## config.mk

```make
export PLATFORM = sky130hd
export DESIGN_NAME = mul_div_unit
export DESIGN_NICKNAME = d
export VERILOG_FILES = /design/src/rtl/mul_div_unit.sv
export SDC_FILE = /design/constraint.sdc
export NUM_CORES = 1
export LEC_CHECK = 0
export BUFFER_PORTS_ARGS = -buffer_cell sky130_fd_sc_hd__buf_2
export CAP_MARGIN = 20
export CORE_ASPECT_RATIO = 2
export CORE_MARGIN = 3
export CORE_UTILIZATION = 45
export DETAILED_ROUTE_END_ITERATION = 7
export PLACE_DENSITY_LB_ADDON = 0.08
export SYNTH_ARGS = -nofsm -noshare
export SYNTH_HDL_FRONTEND = slang
export SYNTH_SLANG_ARGS = --single-unit
```

## constraint.sdc

```tcl
create_clock -name clk -period 9.29 [get_ports clk]
set_input_delay 0.929 -clock clk [delete_from_list [all_inputs] [get_ports clk]]
set_output_delay 0.929 -clock clk [all_outputs]
set_load 0.01 [all_outputs]
```

## src/rtl/mul_div_unit.sv

```systemverilog
// Iterative RV32M multiply/divide unit for the EX stage.
// One shift-add (multiply) or restoring shift-subtract (divide) step per cycle,
// DATA_WIDTH steps per operation, fixed latency regardless of operands.
//
// Ports:
//   clk     - pipeline clock, all state on rising edge
//   reset   - asynchronous active-low reset
//   Start   - request pulse, sampled only while idle
//   Flush   - abort the current operation
//   Funct3  - M-extension operation select
//   SrcA    - multiplicand / dividend (rs1)
//   SrcB    - multiplier / divisor (rs2)
//   Busy    - high whenever an operation is in flight (CALC or DONE)
//   Done    - one-cycle pulse, Result valid; masked by a coincident Flush
//   Result  - operation result, held until the next completed operation
module mul_div_unit #(
    parameter int unsigned DATA_WIDTH    = 32,
    parameter int unsigned OPCODE_LENGTH = 3
) (
    input  logic                     clk,
    input  logic                     reset,
    input  logic                     Start,
    input  logic                     Flush,
    input  logic [OPCODE_LENGTH-1:0] Funct3,
    input  logic [DATA_WIDTH-1:0]    SrcA,
    input  logic [DATA_WIDTH-1:0]    SrcB,
    output logic                     Busy,
    output logic                     Done,
    output logic [DATA_WIDTH-1:0]    Result
);

    localparam int unsigned W     = DATA_WIDTH;
    localparam int unsigned W2    = 2 * DATA_WIDTH;
    localparam int unsigned CNT_W = (DATA_WIDTH > 1) ? $clog2(DATA_WIDTH) : 1;

    localparam logic [1:0] S_IDLE = 2'd0;
    localparam logic [1:0] S_CALC = 2'd1;
    localparam logic [1:0] S_DONE = 2'd2;

    localparam logic [OPCODE_LENGTH-1:0] F_MUL    = OPCODE_LENGTH'(0);
    localparam logic [OPCODE_LENGTH-1:0] F_MULH   = OPCODE_LENGTH'(1);
    localparam logic [OPCODE_LENGTH-1:0] F_MULHSU = OPCODE_LENGTH'(2);
    localparam logic [OPCODE_LENGTH-1:0] F_MULHU  = OPCODE_LENGTH'(3);
    localparam logic [OPCODE_LENGTH-1:0] F_DIV    = OPCODE_LENGTH'(4);
    localparam logic [OPCODE_LENGTH-1:0] F_DIVU   = OPCODE_LENGTH'(5);
    localparam logic [OPCODE_LENGTH-1:0] F_REM    = OPCODE_LENGTH'(6);
    localparam logic [OPCODE_LENGTH-1:0] F_REMU   = OPCODE_LENGTH'(7);

    localparam logic [CNT_W-1:0] CNT_LAST = CNT_W'(DATA_WIDTH - 1);
    localparam logic [W-1:0]     INT_MIN  = {1'b1, {(W-1){1'b0}}};
    localparam logic [W-1:0]     ALL_ONES = {W{1'b1}};

    // Registered state
    logic [1:0]               state_q,    state_d;
    logic [OPCODE_LENGTH-1:0] op_q,       op_d;
    logic [W2-1:0]            acc_q,      acc_d;
    logic [W-1:0]             opnd_q,     opnd_d;
    logic [CNT_W-1:0]         cnt_q,      cnt_d;
    logic                     neg_res_q,  neg_res_d;
    logic                     neg_rem_q,  neg_rem_d;
    logic                     div_zero_q, div_zero_d;
    logic                     ovf_q,      ovf_d;
    logic                     busy_q,     busy_d;
    logic                     done_q,     done_d;
    logic [W-1:0]             result_q,   result_d;

    // Start-time operand decode
    logic         in_is_div;
    logic         in_a_signed;
    logic         in_b_signed;
    logic         in_a_neg;
    logic         in_b_neg;
    logic [W-1:0] in_a_mag;
    logic [W-1:0] in_b_mag;

    // Iteration datapath
    logic          op_is_div;
    logic [W:0]    mul_sum;
    logic [W2-1:0] mul_step;
    logic [W:0]    div_shift;
    logic [W:0]    div_diff;
    logic          div_ge;
    logic [W2-1:0] div_step;
    logic [W2-1:0] step;

    // Final result formation
    logic [W2-1:0] prod_signed;
    logic [W-1:0]  quo_signed;
    logic [W-1:0]  rem_signed;
    logic [W-1:0]  final_val;

    // Operation class and operand sign handling for a request on the inputs
    always_comb begin
        in_is_div   = (Funct3 == F_DIV) || (Funct3 == F_DIVU) ||
                      (Funct3 == F_REM) || (Funct3 == F_REMU);
        in_a_signed = (Funct3 == F_MUL) || (Funct3 == F_MULH) || (Funct3 == F_MULHSU) ||
                      (Funct3 == F_DIV) || (Funct3 == F_REM);
        in_b_signed = (Funct3 == F_MUL) || (Funct3 == F_MULH) ||
                      (Funct3 == F_DIV) || (Funct3 == F_REM);
        in_a_neg    = in_a_signed && SrcA[W-1];
        in_b_neg    = in_b_signed && SrcB[W-1];
        // Negating INT_MIN yields INT_MIN, which is the correct unsigned magnitude
        in_a_mag    = in_a_neg ? (W'(0) - SrcA) : SrcA;
        in_b_mag    = in_b_neg ? (W'(0) - SrcB) : SrcB;
    end

    // One step of either algorithm; the accumulator holds {hi, lo} for both.
    // Multiply: hi = partial product, lo = remaining multiplier bits, opnd = multiplicand.
    // Divide:   hi = partial remainder, lo = dividend bits / quotient, opnd = divisor.
    always_comb begin
        op_is_div = (op_q == F_DIV) || (op_q == F_DIVU) ||
                    (op_q == F_REM) || (op_q == F_REMU);

        mul_sum  = {1'b0, acc_q[W2-1:W]} + (acc_q[0] ? {1'b0, opnd_q} : {(W+1){1'b0}});
        mul_step = {mul_sum, acc_q[W-1:1]};

        // Remainder stays below the divisor, so the shifted value fits in W+1 bits
        div_shift = {acc_q[W2-1:W], acc_q[W-1]};
        div_diff  = div_shift - {1'b0, opnd_q};
        div_ge    = ~div_diff[W];
        div_step  = {(div_ge ? div_diff[W-1:0] : div_shift[W-1:0]), acc_q[W-2:0], div_ge};

        step = op_is_div ? div_step : mul_step;
    end

    // Sign fix-up and special cases applied to the value produced by the last step
    always_comb begin
        prod_signed = neg_res_q ? (W2'(0) - step) : step;
        quo_signed  = neg_res_q ? (W'(0) - step[W-1:0]) : step[W-1:0];
        rem_signed  = neg_rem_q ? (W'(0) - step[W2-1:W]) : step[W2-1:W];

        final_val = '0;
        case (op_q)
            F_MUL:                     final_val = prod_signed[W-1:0];
            F_MULH, F_MULHSU, F_MULHU: final_val = prod_signed[W2-1:W];
            F_DIV, F_DIVU: begin
                if (div_zero_q) begin
                    final_val = ALL_ONES;
                end else if (ovf_q) begin
                    final_val = INT_MIN;
                end else begin
                    final_val = quo_signed;
                end
            end
            F_REM, F_REMU: begin
                // Divide by zero leaves |SrcA| in the remainder; restoring its sign gives SrcA
                if (ovf_q) begin
                    final_val = '0;
                end else begin
                    final_val = rem_signed;
                end
            end
            default: final_val = '0;
        endcase
    end

    // Next-state and datapath control
    always_comb begin
        state_d    = state_q;
        op_d       = op_q;
        acc_d      = acc_q;
        opnd_d     = opnd_q;
        cnt_d      = cnt_q;
        neg_res_d  = neg_res_q;
        neg_rem_d  = neg_rem_q;
        div_zero_d = div_zero_q;
        ovf_d      = ovf_q;
        result_d   = result_q;

        case (state_q)
            S_IDLE: begin
                if (Start && !Flush) begin
                    op_d       = Funct3;
                    acc_d      = in_is_div ? {{W{1'b0}}, in_a_mag} : {{W{1'b0}}, in_b_mag};
                    opnd_d     = in_is_div ? in_b_mag : in_a_mag;
                    cnt_d      = '0;
                    neg_res_d  = in_a_neg ^ in_b_neg;
                    neg_rem_d  = in_a_neg;
                    div_zero_d = (SrcB == '0);
                    ovf_d      = (Funct3 == F_DIV || Funct3 == F_REM) &&
                                 (SrcA == INT_MIN) && (SrcB == ALL_ONES);
                    state_d    = S_CALC;
                end
            end
            S_CALC: begin
                if (Flush) begin
                    state_d = S_IDLE;
                end else begin
                    acc_d = step;
                    cnt_d = cnt_q + CNT_W'(1);
                    if (cnt_q == CNT_LAST) begin
                        result_d = final_val;
                        state_d  = S_DONE;
                    end
                end
            end
            S_DONE: begin
                state_d = S_IDLE;
            end
            default: begin
                state_d = S_IDLE;
            end
        endcase

        busy_d = (state_d != S_IDLE);
        done_d = (state_d == S_DONE);
    end

    // State and datapath registers
    always_ff @(posedge clk or negedge reset) begin
        if (!reset) begin
            state_q    <= S_IDLE;
            op_q       <= '0;
            acc_q      <= '0;
            opnd_q     <= '0;
            cnt_q      <= '0;
            neg_res_q  <= 1'b0;
            neg_rem_q  <= 1'b0;
            div_zero_q <= 1'b0;
            ovf_q      <= 1'b0;
            busy_q     <= 1'b0;
            done_q     <= 1'b0;
            result_q   <= '0;
        end else begin
            state_q    <= state_d;
            op_q       <= op_d;
            acc_q      <= acc_d;
            opnd_q     <= opnd_d;
            cnt_q      <= cnt_d;
            neg_res_q  <= neg_res_d;
            neg_rem_q  <= neg_rem_d;
            div_zero_q <= div_zero_d;
            ovf_q      <= ovf_d;
            busy_q     <= busy_d;
            done_q     <= done_d;
            result_q   <= result_d;
        end
    end

    assign Busy   = busy_q;
    // A flush arriving during the DONE cycle cancels the completion pulse
    assign Done   = done_q & ~Flush;
    assign Result = result_q;

endmodule

```

==> reports/metrics.cfg <==
[layout]
utilization_pct=49.8
ff_latch_area_um2=3610
drive_gt1_share_pct=10.8
layout-area-overhead-vs-synth_pct=8.39
fill_cells=3632
finalNetCount=2382
multi_input_area_um2=11800

[synthesis]
synth_edf_count=0
yosysMostFrequentCell=nand2_1
yosysUniqueCellTypes=103
post_synth.cell_area_avg_um2=7.32
synthTopCellsByCount=nand2_1 (291), o21ai_0 (209), a21oi_1 (203), nor2_1 (201), dfrtp_1 (144)
synth_nets=2362
yosysSeqAreaShare_pct=22.2
ys.flop_type=dfrtp_1
synth_top_cell_by_area=dfrtp_1
synth_area_um2=16200
yosys_warnings=0
syn_inst=2218
synthArstFlopShare_pct=100
synth_seq_cells=144
ys_top_cells_by_area=dfrtp_1 (22%), nand2_1 (6.7%), o21ai_0 (6.4%)
netlist.area_leader.share_pct=22.2

[die]
chipWidth_um=140
die_h_um=275
initial_utilization_pct=46.0
dieArea_um2=38500
core_um2=35300
rows=97
io_pins=105

[route]
routed_via_density=6.61
ant_nets=0
initialDrtViolationCount=1331
vias=17800
detail_route.wl_per_cell_um=26.8
drc_errors=0
first_pass_iters=6
routed_wl_mm=72.1

[cts]
cts_hold_buffers=0
ctsResizeCount=0
post_cts_buffers=0
cts_tree=done
cts_root_buffer=clkbuf_16
htree_levels=4
cts.sinks=144
cts_made_buffers=17
cts_buffer_depth=2
clk_pin_slew_ps=70
clk_latency_ps=470

[setup_path]
cp-startpoint=acc_q[42]
worstPathRequired_ps=9640
critPathMaxFanout=8
crit_buf_inv=0
critPathCaptureType=flip-flop
critical-path-max-stage-delay_ps=600
crit_type=flip-flop to flip-flop
cp_top_family=simple AND/OR/NAND/NOR gates
worstSetupEndpoint=Result[10]
worstSetupPathDepth=21
rr_worst_depth=21
cp.arrival_ps=6820
critPathLaunchType=flip-flop
cp_slowest_cell=or4_1
r2r-start=acc_q[42]
reg2reg_to=Result[10]
reg2reg_slack_ps=2810
crit_chain=ha_1 -> nand4_2 -> a2111oi_2 -> a21boi_1 -> o211ai_1 -> o211a_1 -> nand2_1 -> a21boi_0 -> ha_1 -> o21ai_0 -> nor2_1 -> nand2_1 -> nand4bb_1 -> or4_1 -> or2_2 -> nand4b_1 -> nor2_2 -> a21o_1 -> xnor2_1 -> a221o_1 -> a22o_1

[grt]
grt_antenna_before_repair=3
grt.overflow.total=0
grtUsageTotal_pct=36.8
grt_max_degree=63
grt_pass1_vias=17700
grt_pass1_wl_mm=107

[power_and_ir_drop]
finalPower_mw=5.92
ir_worst_vdd_mv=0.179
powerDensity_nw_per_um2=336
power_leakage_nw=7.41

[placed_design]
hpwlAfterDp_mm=57.8
place.gp.congestion=1.07
numPortBuffers=104

[job]
drv_cap=0

[sta]
timing.fmax_mhz=154
fin_crit_sh_pct=69.7
hold_ws_ps=427
fin_setup_tns_ps=0
hold_violations=0
worst_slew_pin_slew_ps=1130
rsz0062_at_grt=no
slew_headroom_pct=22.3
maxSlewViolCount=0
fin_skew_ps=16.6
setup_violations=0
min_period_ps=6480

[hold_path]
min_path_type=input port to async pin

[outcome]
run_status=finished, final reports clean

==> cell type report <==
cell class | instances | share of cell area [%]
antenna | 1 | 0.0142
clock buffer | 18 | 2.50
clock inverter | 14 | 0.882
inverter | 65 | 1.39
multi-input combinational | 1874 | 67.2
sequential | 144 | 20.5
tap | 445 | 3.16
timing repair buffer | 136 | 4.37
==> how the worst min path moves through the flow <==
stage               start    endpoint
3_5_place_dp    Result[1]   Result[1]
4_1_cts             reset   acc_q[40]
6_report            reset   acc_q[40]
5_1_grt             reset   acc_q[39]
3_3_place_gp    Result[2]   Result[2]
2_1_floorplan  opnd_q[16]  opnd_q[16]
==> per-stage QoR <==
stage	cell area, um2	cells	worst slack, ps
after floorplan	16200	2218	3650
after global placement	17000	2664	3170
after detailed placement	17000	2664	2970
after CTS	17600	2696	2960
after global routing	17600	2696	2480
final	17600	2697	2810
==> logic make-up after synthesis <==
group,count (synthesis),share of synthesized area (%)
compound gates,735,29.2
simple gates,832,24.6
fa+ha+maj,73,5.72
xor+xnor,172,9.28
mux,62,3.88
flops,144,22.2
buf+inv,200,5.13
==> sequential cells by signal (all words and copies together) (netlist names) <==
register and flops:
Busy 1, Result 32, acc_q 64, cnt_q 5, div_zero_q 1, done_q 1, neg_rem_q 1, neg_res_q 1
op_q 3, opnd_q 32, ovf_q 1, state_q 2
==> per-layer routing <==
| metal | up-vias | GRT usage, % | part of all wire, % |
|---|---|---|---|
| met5 | - | 0 | 0 |
| met4 | 0 | 30.3 | 10 |
| met3 | 325 | 4.49 | 4.8 |
| met2 | 820 | 67.8 | 52 |
| met1 | 8555 | 36.0 | 33 |
| li1 | 8139 | - | - |
==> power breakdown <==
group	internal (mW)	leakage, nW	switching (mW)
clock	0.407	0.293	0.321
combinational	1.39	5.28	2.82
sequential	0.770	1.83	0.204
==> layout by cell type (no fill, tap or decap), types with 15 or more instances in the layout <==
master / synthesis / routed
a211oi_1: 25 / 25
inv_1: 63 / 62
and2_1: 45 / 45
xnor2_1: 91 / 91
nor3_1: 55 / 54
a21o_1: 26 / 26
nand2_1: 291 / 291
a31oi_1: 24 / 24
a21oi_1: 203 / 203
ha_1: 71 / 71
o211ai_1: 15 / 15
mux2i_1: 54 / 54
nand4_1: 30 / 30
xor2_1: 81 / 81
buf_2: 11 / 102
o21ai_0: 209 / 209
dfrtp_1: 144 / 142
a22o_1: 28 / 28
nor2_1: 201 / 200
o22ai_1: 17 / 17
nor4_1: 20 / 20
nand2b_1: 23 / 23
buf_4: 3 / 33
clkbuf_16: 0 / 17
or3_1: 23 / 23
o31ai_1: 26 / 26
or2_2: 17 / 17
and3_1: 17 / 17
nand3_1: 52 / 52
Note: power is estimated with default switching activity, not from simulation.
